--- config.mk ---
export PLATFORM = sky130hd
export DESIGN_NAME = fir_filter_mc
export DESIGN_NICKNAME = d
export VERILOG_FILES = /design/src/rtl/fir_filter_mc.sv
export SDC_FILE = /design/constraint.sdc
export NUM_CORES = 2
export LEC_CHECK = 0
export ABC_AREA = 0
export CAP_MARGIN = 20
export CORE_MARGIN = 3
export CORE_UTILIZATION = 35
export DETAILED_ROUTE_END_ITERATION = 10
export PLACE_DENSITY = 0.58
export SLEW_MARGIN = 25
export SYNTH_ARGS = -nofsm -noshare
export SYNTH_HDL_FRONTEND = slang
export SYNTH_SLANG_ARGS = --single-unit
--- constraint.sdc ---
create_clock -name clk_i -period 8.85 [get_ports clk_i]
set_input_delay 0.885 -clock clk_i [delete_from_list [all_inputs] [get_ports clk_i]]
set_output_delay 0.885 -clock clk_i [all_outputs]
set_load 0.01 [all_outputs]
--- src/rtl/fir_filter_mc.sv ---
// Multi-channel time-multiplexed signed FIR; one shared MAC walks Order+1 taps per sample.
// Latency: result valid Order+2 cycles after input accept; one sample per Order+3 cycles.
// Backpressure: input ready only in IDLE; result and channel held until data_out_ready_i.
// Ports: clk_i/rst_ni (async active-low); coef_we_i/coef_addr_i/coef_data_i coefficient load;
//        data_in_valid_i/data_in_ready_o/data_in_ch_i/data_in_i sample input;
//        data_out_valid_o/data_out_ready_i/data_out_ch_o/data_out_o result; busy_o when not IDLE.
// Build option: define FIR_SATURATE_EN to clamp the result to DataWidth, otherwise it wraps.
module fir_filter_mc #(
    parameter int Order       = 15,
    parameter int DataWidth   = 16,
    parameter int CoeffWidth  = 16,
    parameter int FracBits    = 15,
    parameter int NumChannels = 2,
    parameter int AddrWidth   = $clog2(Order + 1),
    parameter int ChWidth     = (NumChannels > 1) ? $clog2(NumChannels) : 1,
    parameter int AccWidth    = DataWidth + CoeffWidth + AddrWidth
) (
    input  logic                        clk_i,
    input  logic                        rst_ni,
    input  logic                        coef_we_i,
    input  logic [AddrWidth-1:0]        coef_addr_i,
    input  logic signed [CoeffWidth-1:0] coef_data_i,
    input  logic                        data_in_valid_i,
    output logic                        data_in_ready_o,
    input  logic [ChWidth-1:0]          data_in_ch_i,
    input  logic signed [DataWidth-1:0] data_in_i,
    output logic                        data_out_valid_o,
    input  logic                        data_out_ready_i,
    output logic [ChWidth-1:0]          data_out_ch_o,
    output logic signed [DataWidth-1:0] data_out_o,
    output logic                        busy_o
);

    localparam int ProdWidth = DataWidth + CoeffWidth;

    typedef enum logic [1:0] {IDLE, MAC, OUT} state_e;

    state_e                       state_q, state_d;
    logic [AddrWidth-1:0]         k_q, k_d;
    logic signed [AccWidth-1:0]   acc_q, acc_d;
    logic [ChWidth-1:0]           ch_q, ch_d;

    logic signed [DataWidth-1:0]  x_q    [NumChannels][Order+1];
    logic signed [CoeffWidth-1:0] coef_q [Order+1];

    logic                         in_hs;
    logic                         ch_ok;
    logic                         coef_wr;
    logic signed [ProdWidth-1:0]  prod;

    assign in_hs   = data_in_valid_i && data_in_ready_o;
    assign ch_ok   = int'(data_in_ch_i) < NumChannels;
    // Coefficients only change between samples so a running MAC sees a consistent set.
    assign coef_wr = coef_we_i && (state_q == IDLE) && (int'(coef_addr_i) <= Order);
    assign prod    = coef_q[k_q] * x_q[ch_q][k_q];

    always_comb begin
        state_d = state_q;
        k_d     = k_q;
        acc_d   = acc_q;
        ch_d    = ch_q;
        case (state_q)
            IDLE: begin
                // An out-of-range channel is accepted and dropped without leaving IDLE.
                if (in_hs && ch_ok) begin
                    ch_d    = data_in_ch_i;
                    acc_d   = '0;
                    k_d     = '0;
                    state_d = MAC;
                end
            end
            MAC: begin
                acc_d = acc_q + {{(AccWidth-ProdWidth){prod[ProdWidth-1]}}, prod};
                if (k_q == AddrWidth'(Order)) begin
                    state_d = OUT;
                end else begin
                    k_d = k_q + 1'b1;
                end
            end
            OUT: begin
                if (data_out_ready_i) begin
                    state_d = IDLE;
                end
            end
            default: state_d = IDLE;
        endcase
    end

    always_ff @(posedge clk_i or negedge rst_ni) begin
        if (!rst_ni) begin
            state_q <= IDLE;
            k_q     <= '0;
            acc_q   <= '0;
            ch_q    <= '0;
        end else begin
            state_q <= state_d;
            k_q     <= k_d;
            acc_q   <= acc_d;
            ch_q    <= ch_d;
        end
    end

    // Per-channel delay lines: newest sample at position 0.
    always_ff @(posedge clk_i or negedge rst_ni) begin
        if (!rst_ni) begin
            for (int c = 0; c < NumChannels; c++) begin
                for (int i = 0; i <= Order; i++) begin
                    x_q[c][i] <= '0;
                end
            end
        end else if (in_hs && ch_ok) begin
            for (int c = 0; c < NumChannels; c++) begin
                if (data_in_ch_i == ChWidth'(c)) begin
                    for (int i = Order; i > 0; i--) begin
                        x_q[c][i] <= x_q[c][i-1];
                    end
                    x_q[c][0] <= data_in_i;
                end
            end
        end
    end

    always_ff @(posedge clk_i or negedge rst_ni) begin
        if (!rst_ni) begin
            for (int i = 0; i <= Order; i++) begin
                coef_q[i] <= '0;
            end
        end else if (coef_wr) begin
            coef_q[coef_addr_i] <= coef_data_i;
        end
    end

    assign data_in_ready_o  = (state_q == IDLE);
    assign data_out_valid_o = (state_q == OUT);
    assign busy_o           = (state_q != IDLE);
    assign data_out_ch_o    = ch_q;

`ifdef FIR_SATURATE_EN
    localparam logic signed [AccWidth-1:0] SatMax =
        {{(AccWidth-DataWidth+1){1'b0}}, {(DataWidth-1){1'b1}}};
    localparam logic signed [AccWidth-1:0] SatMin =
        {{(AccWidth-DataWidth+1){1'b1}}, {(DataWidth-1){1'b0}}};

    logic signed [AccWidth-1:0] acc_sh;
    assign acc_sh = acc_q >>> FracBits;

    always_comb begin
        if (acc_sh > SatMax) begin
            data_out_o = SatMax[DataWidth-1:0];
        end else if (acc_sh < SatMin) begin
            data_out_o = SatMin[DataWidth-1:0];
        end else begin
            data_out_o = acc_sh[DataWidth-1:0];
        end
    end
`else
    // Arithmetic shift floors toward -inf; the cast keeps the low DataWidth bits (wrap).
    assign data_out_o = DataWidth'(acc_q >>> FracBits);
`endif

endmodule

Word-level counts from Yosys, hierarchy flattened
Cells that the tools add are included.

cells by class
  add/sub/neg operators = 2
  multiply operators = 1
  magnitude comparators = 4
  equality and inequality tests = 7
  muxes and demuxes = 21
  bitwise logic cells = 4
  reduce and logical (&&, ||, !) cells = 12

operator list
  kind                                                                          number
  256-bit two-way mux                                                           3
  256-bit bitwise mux                                                           1
  16-bit binary-select mux with 4-bit select                                    2
  16-bit two-way mux                                                            5
  36-bit case mux with 2 select lines                                           1
  16-bit demux with 4-bit select                                                1
  36-bit adder                                                                  1
  36-bit two-way mux                                                            1
  16-bit by 16-bit multiplier with 32-bit output                                1
  5-bit >= comparator, second input constant                                    2
  4-bit inverter with 5-bit output                                              2
  4-bit two-way mux                                                             2
  4-bit case mux with 2 select lines                                            1
  2-bit AND reduction                                                           4
  2-bit two-way mux                                                             3
  2-bit case mux with 3 select lines                                            1
  3-bit AND reduction                                                           2
  5-bit by 1-bit less-than comparator with 1-bit output, second input constant  1
  4-bit by 1-bit adder with 4-bit output, second input constant                 1
  4-bit == test, second input constant                                          1
  2-bit by 1-bit inequality test with 1-bit output, second input constant       2
  2-bit inequality test, second input constant                                  2
  2-bit nonzero test                                                            2
  1-bit logical AND                                                             3
  6 further kinds                                                               6

storage, ports and cells
  flip-flop bits (word level) = 811
  bits of input ports = 42
  output and inout port bits = 20
  word-level logic and storage cells = 103

Longest topological paths before layout
  depth after elaboration = 10
  gate-level depth with buffers = 44
  mapped depth without buffers = 38

Least setup slack after synthesis
OpenSTA, ideal clock, no wires.

  path kind = register to register
  start = register k_q[0]
  end = register acc_q[30]
  library setup time = 0.131 ns
  arrival time = 9.302 ns
  data required time = 8.719 ns
  path slack = -0.583 ns
  cell stages (with the launch flop) = 41
  path buffers = 5
  period minus slack after synthesis = 9.433 ns
  cells stage by stage = dfrtp_1 > buf_2 > buf_2 > buf_2 > buf_2 > mux4_2 > mux2i_1 > nand2_1 > o21ai_1 > clkbuf_1 > nor2_1 > fa_1 > inv_1 > fa_1 > fa_1 > fa_1 > inv_1 > fa_1 > [... 5 more ...] > a21oi_1 > o21ai_0 > nand3b_1 > a21oi_1 > o21bai_1 > a21o_1 > a21oi_1 > xnor2_1 > ha_1 > o21a_1 > a221oi_1 > o2111ai_1 > a41oi_1 > o21ai_0 > a21oi_1 > xnor2_1 > xnor2_1 > o21ai_1

on the way
  cells in the longest elaborated chain, start to end = 7
  elaborated cells on any way between the ends = 10
  those cells by class = add/sub (1); mul (1); mux (7); bitwise (1)

ends and longest elaborated chain
  element                                                   line  text
  from (decl)                                               39    logic [AddrWidth-1:0] k_q, k_d;
  from (signal assigned)                                    97    k_q <= k_d;
  4-bit inverter with 5-bit output (not written as such) *  55    assign prod = coef_q[k_q] * x_q[ch_q][k_q];
  16-bit binary-select mux with 4-bit select                55
  16-bit two-way mux (not written as such) (2 in series)    55
  16-bit by 16-bit multiplier with 32-bit output *          55
  36-bit adder *                                            73    acc_d = acc_q + {{(AccWidth-ProdWidth){prod[ProdWidth-1]}}, prod};
  36-bit case mux with 2 select lines *                     62    case (state_q)
  to (signal assigned)                                      93    acc_q <= '0;
  to (signal assigned)                                      98    acc_q <= acc_d;
  to (decl)                                                 40    logic signed [AccWidth-1:0] acc_q, acc_d;

Every way passes the cells marked *; elsewhere a longest branch is shown, timed or not. The select of a mux whose other input is x is not followed.
A chain may end at the register's enable or synchronous reset.

Worst setup path after layout
  start = register ch_q (netlist: data_out_ch_o)
  end = register acc_q[27]

on the way
  cells in the longest elaborated chain, start to end = 10

ends and longest elaborated chain
  element                                                  line  text
  from (decl)                                              41    logic [ChWidth-1:0] ch_q, ch_d;
  from (signal assigned)                                   99    ch_q <= ch_d;
  1-bit inverter with 2-bit output (not written as such)   55
  256-bit two-way mux (not written as such) (3 in series)  55
  16-bit binary-select mux with 4-bit select               55
  16-bit two-way mux (not written as such) (2 in series)   55
  16-bit by 16-bit multiplier with 32-bit output           55
  36-bit adder                                             73
  36-bit case mux with 2 select lines                      62

Every way passes these cells. The select of a mux whose other input is x is not followed.

==> flow_metrics.tcl <==
set metrics [dict create \
    outcome "finished with violations" \
    violations "setup timing" \
    antenna_found_initial 4 \
    finalClockSkew_ns 0.03163 \
    setup_viol 4 \
    ys_seq_area_share_pct 42.87 \
    timing.final.crit_period_ns 9.038 \
    cts_tree "yes" \
    start_kind "register" \
    via_per_inst 4.981 \
    maxCapViolCount 0 \
    drcViolationCount 0 \
    fin_crit_sh_pct 102.1 \
    portBuffers 61 \
    synth_edf_count 0 \
    final_cell_mix "801 x dfrtp_1, 769 x mux2_2, 300 x inv_1" \
    nets 4110 \
    grt_pass1_wl_um 172100 \
    clk_pin_slew_worst_paths_ns 0.06 \
    die_area_sq_um 138900 \
    cts-hold-fix-buffers 0 \
    ant_nets 0 \
    syn_area_sq_um 47050 \
    fmax_mhz 110.6 \
    cts_buffer_depth 3 \
    cts_root_buf "clkbuf_16" \
    insertion_delay_ns 0.70 \
    grt_pass1_vias 29641 \
    htreeDepth 3 \
    dominantRegCellSynth "dfrtp_1" \
    setup_tns_ns -0.5528 \
    yosys_register_bits 806 \
    grt_use_total_pct 15.33 \
    arrival_ns 9.58 \
    synth_cells 3446 \
    cts_made_buffers 89 \
    vias 27522 \
    syn_area_per_cell_sq_um 13.65 \
    gp_congestion 0.8068 \
    path_common_cell "fa_1" \
    cpPeakStageDelay_ns 0.55 \
    ys_async_sr_fraction_pct 100.0 \
    timing.critical_path.to_type "register" \
    hp-class "primary input to async pin" \
    yosysWarningCount 0 \
    drt-total-wl_um 105400 \
    post-dp-hpwl_um 72520 \
    cp_max_fo 9 \
    grt_setup_unrepaired "true" \
    num_rows 133 \
    diodes 0 \
    grt_max_degree 182 \
    drv_slew 0 \
    mostFrequentLayoutCell "dfrtp_1" \
    layout_setup_ws_ns -0.1880 \
    path_class "register to register" \
    initial_core_util_pct 35.52 \
    finalHoldViolCount 0 \
    firstDrtPassIters 5 \
    maxSlewHeadroom_pct 33.93 \
    io_pins 62 \
    cts_sinks 806 \
    drive_gt1_share_pct 41.11 \
    avgRoutedWirePerCell_um 19.07 \
    die_x_um 372.6 \
    die_height_um 372.6 \
    initialDrtViolationCount 1254 \
    overflow 0 \
    netlist-cell-type-count 73 \
    synthToLayoutAreaGrowth_pct 17.23 \
    cpMaxStageDelayCell "fa_1" \
    max_slew.worst_pin.slew_ns 0.9910 \
    core_region_area_sq_um 132500 \
    synth_nets 3857 \
    required_ns 9.39 \
]
critical path, delay by kind of cell, from the launching register on:
kind / cells / cell delay (ns)
AO/OA/AOI/OAI: 12 / 1.84
XOR/XNOR: 2 / 0.28
adder cells (fa/ha/maj): 8 / 3.66
buffers and inverters: 9 / 0.91
flip-flops: 1 / 0.51
multiplexers: 3 / 1.14
AND/OR/NAND/NOR: 4 / 0.58
synthesized netlist by cell type (49+ instances only):
cell type	number	area share, %
dfrtp_1	806	43
mux2_2	769	18
inv_1	310	2.5
fa_1	257	11
mux4_2	222	11
clkbuf_1	128	1.0
nand2_1	119	0.95
nor2_1	116	0.93
ha_1	112	3.0
nor2b_1	70	0.93
nand2b_1	55	0.73
xnor2_1	49	0.91
worst paths after layout:
| check | cells past startpoint | endpoint | slack (ns) | start |
|---|---|---|---|---|
| worst max-delay path | 38 | acc_q[27] | -0.19 | data_out_ch_o |
| worst min-delay path | 1 | x_q[363] | 0.25 | rst_ni |
| worst max register to register | 38 | acc_q[27] | -0.19 | data_out_ch_o |
| worst min register to register | 1 | coef_q[112] | 0.49 | coef_q[112] |
| max in group asynchronous | 3 | coef_q[175] | 6.43 | rst_ni |
| min in group clk_i | 1 | coef_q[112] | 0.49 | coef_q[112] |
routing by layer:
layer	part of all wire (%)	track usage, %	routed length, um
met4	1.5	3.214	1607
met3	3.4	2.522	3601
met2	48	24.91	50100
met5	0.037	0	39
met1	47	21.68	50000
sequential cells by signal (all words and copies together) (netlist names):
name / cells
data_out_ch_o: 1
k_q: 4
acc_q: 31
coef_q: 256
state_q: 2
x_q: 512
metrics by stage:
step	utilization [%]	cells	worst slack, ns	hold slack [ns]	area, sq um
after CTS	41.39	5516	-0.1832	0.2449	54830
after global placement	38.88	5334	-0.3552	0.4639	51500
final	41.64	5525	-0.1880	0.2476	55150
after detailed placement	38.88	5334	-0.4268	0.4733	51500
after floorplan	-	3446	0.0001270	0.4533	47260
after global routing	41.64	5525	-0.5823	0.2916	55150
logic make-up (layout without fill, tap and decap cells):
kind of cell,after synthesis,count (layout),share of synthesized area [%]
buf+inv,518,842,4.492
xor+xnor,67,67,1.247
compound gates,206,206,2.851
simple gates,445,445,4.617
mux,1035,1035,30.01
flops,806,806,42.87
fa+ha+maj,369,369,13.91
cell type report:
type | count | area, sq um
Sequential cell | 806 | 20190
Clock inverter | 30 | 312.8
Fill cell | 12326 | 77310
Timing Repair Buffer | 369 | 3478
Inverter | 311 | 1167
Multi-Input combinational cell | 2122 | 25240
Tap cell | 1755 | 2196
Clock buffer | 132 | 2569
repair_timing:
action,4_1_cts,5_1_grt
pin swaps,35,43
setup buffers,15,12
resized for setup,35,62
gates cloned,5,0
setup endpoints to repair,9,15
Power is not shown: default switching activity piles up to over one toggle a cycle in this logic, so the estimate is an artifact.
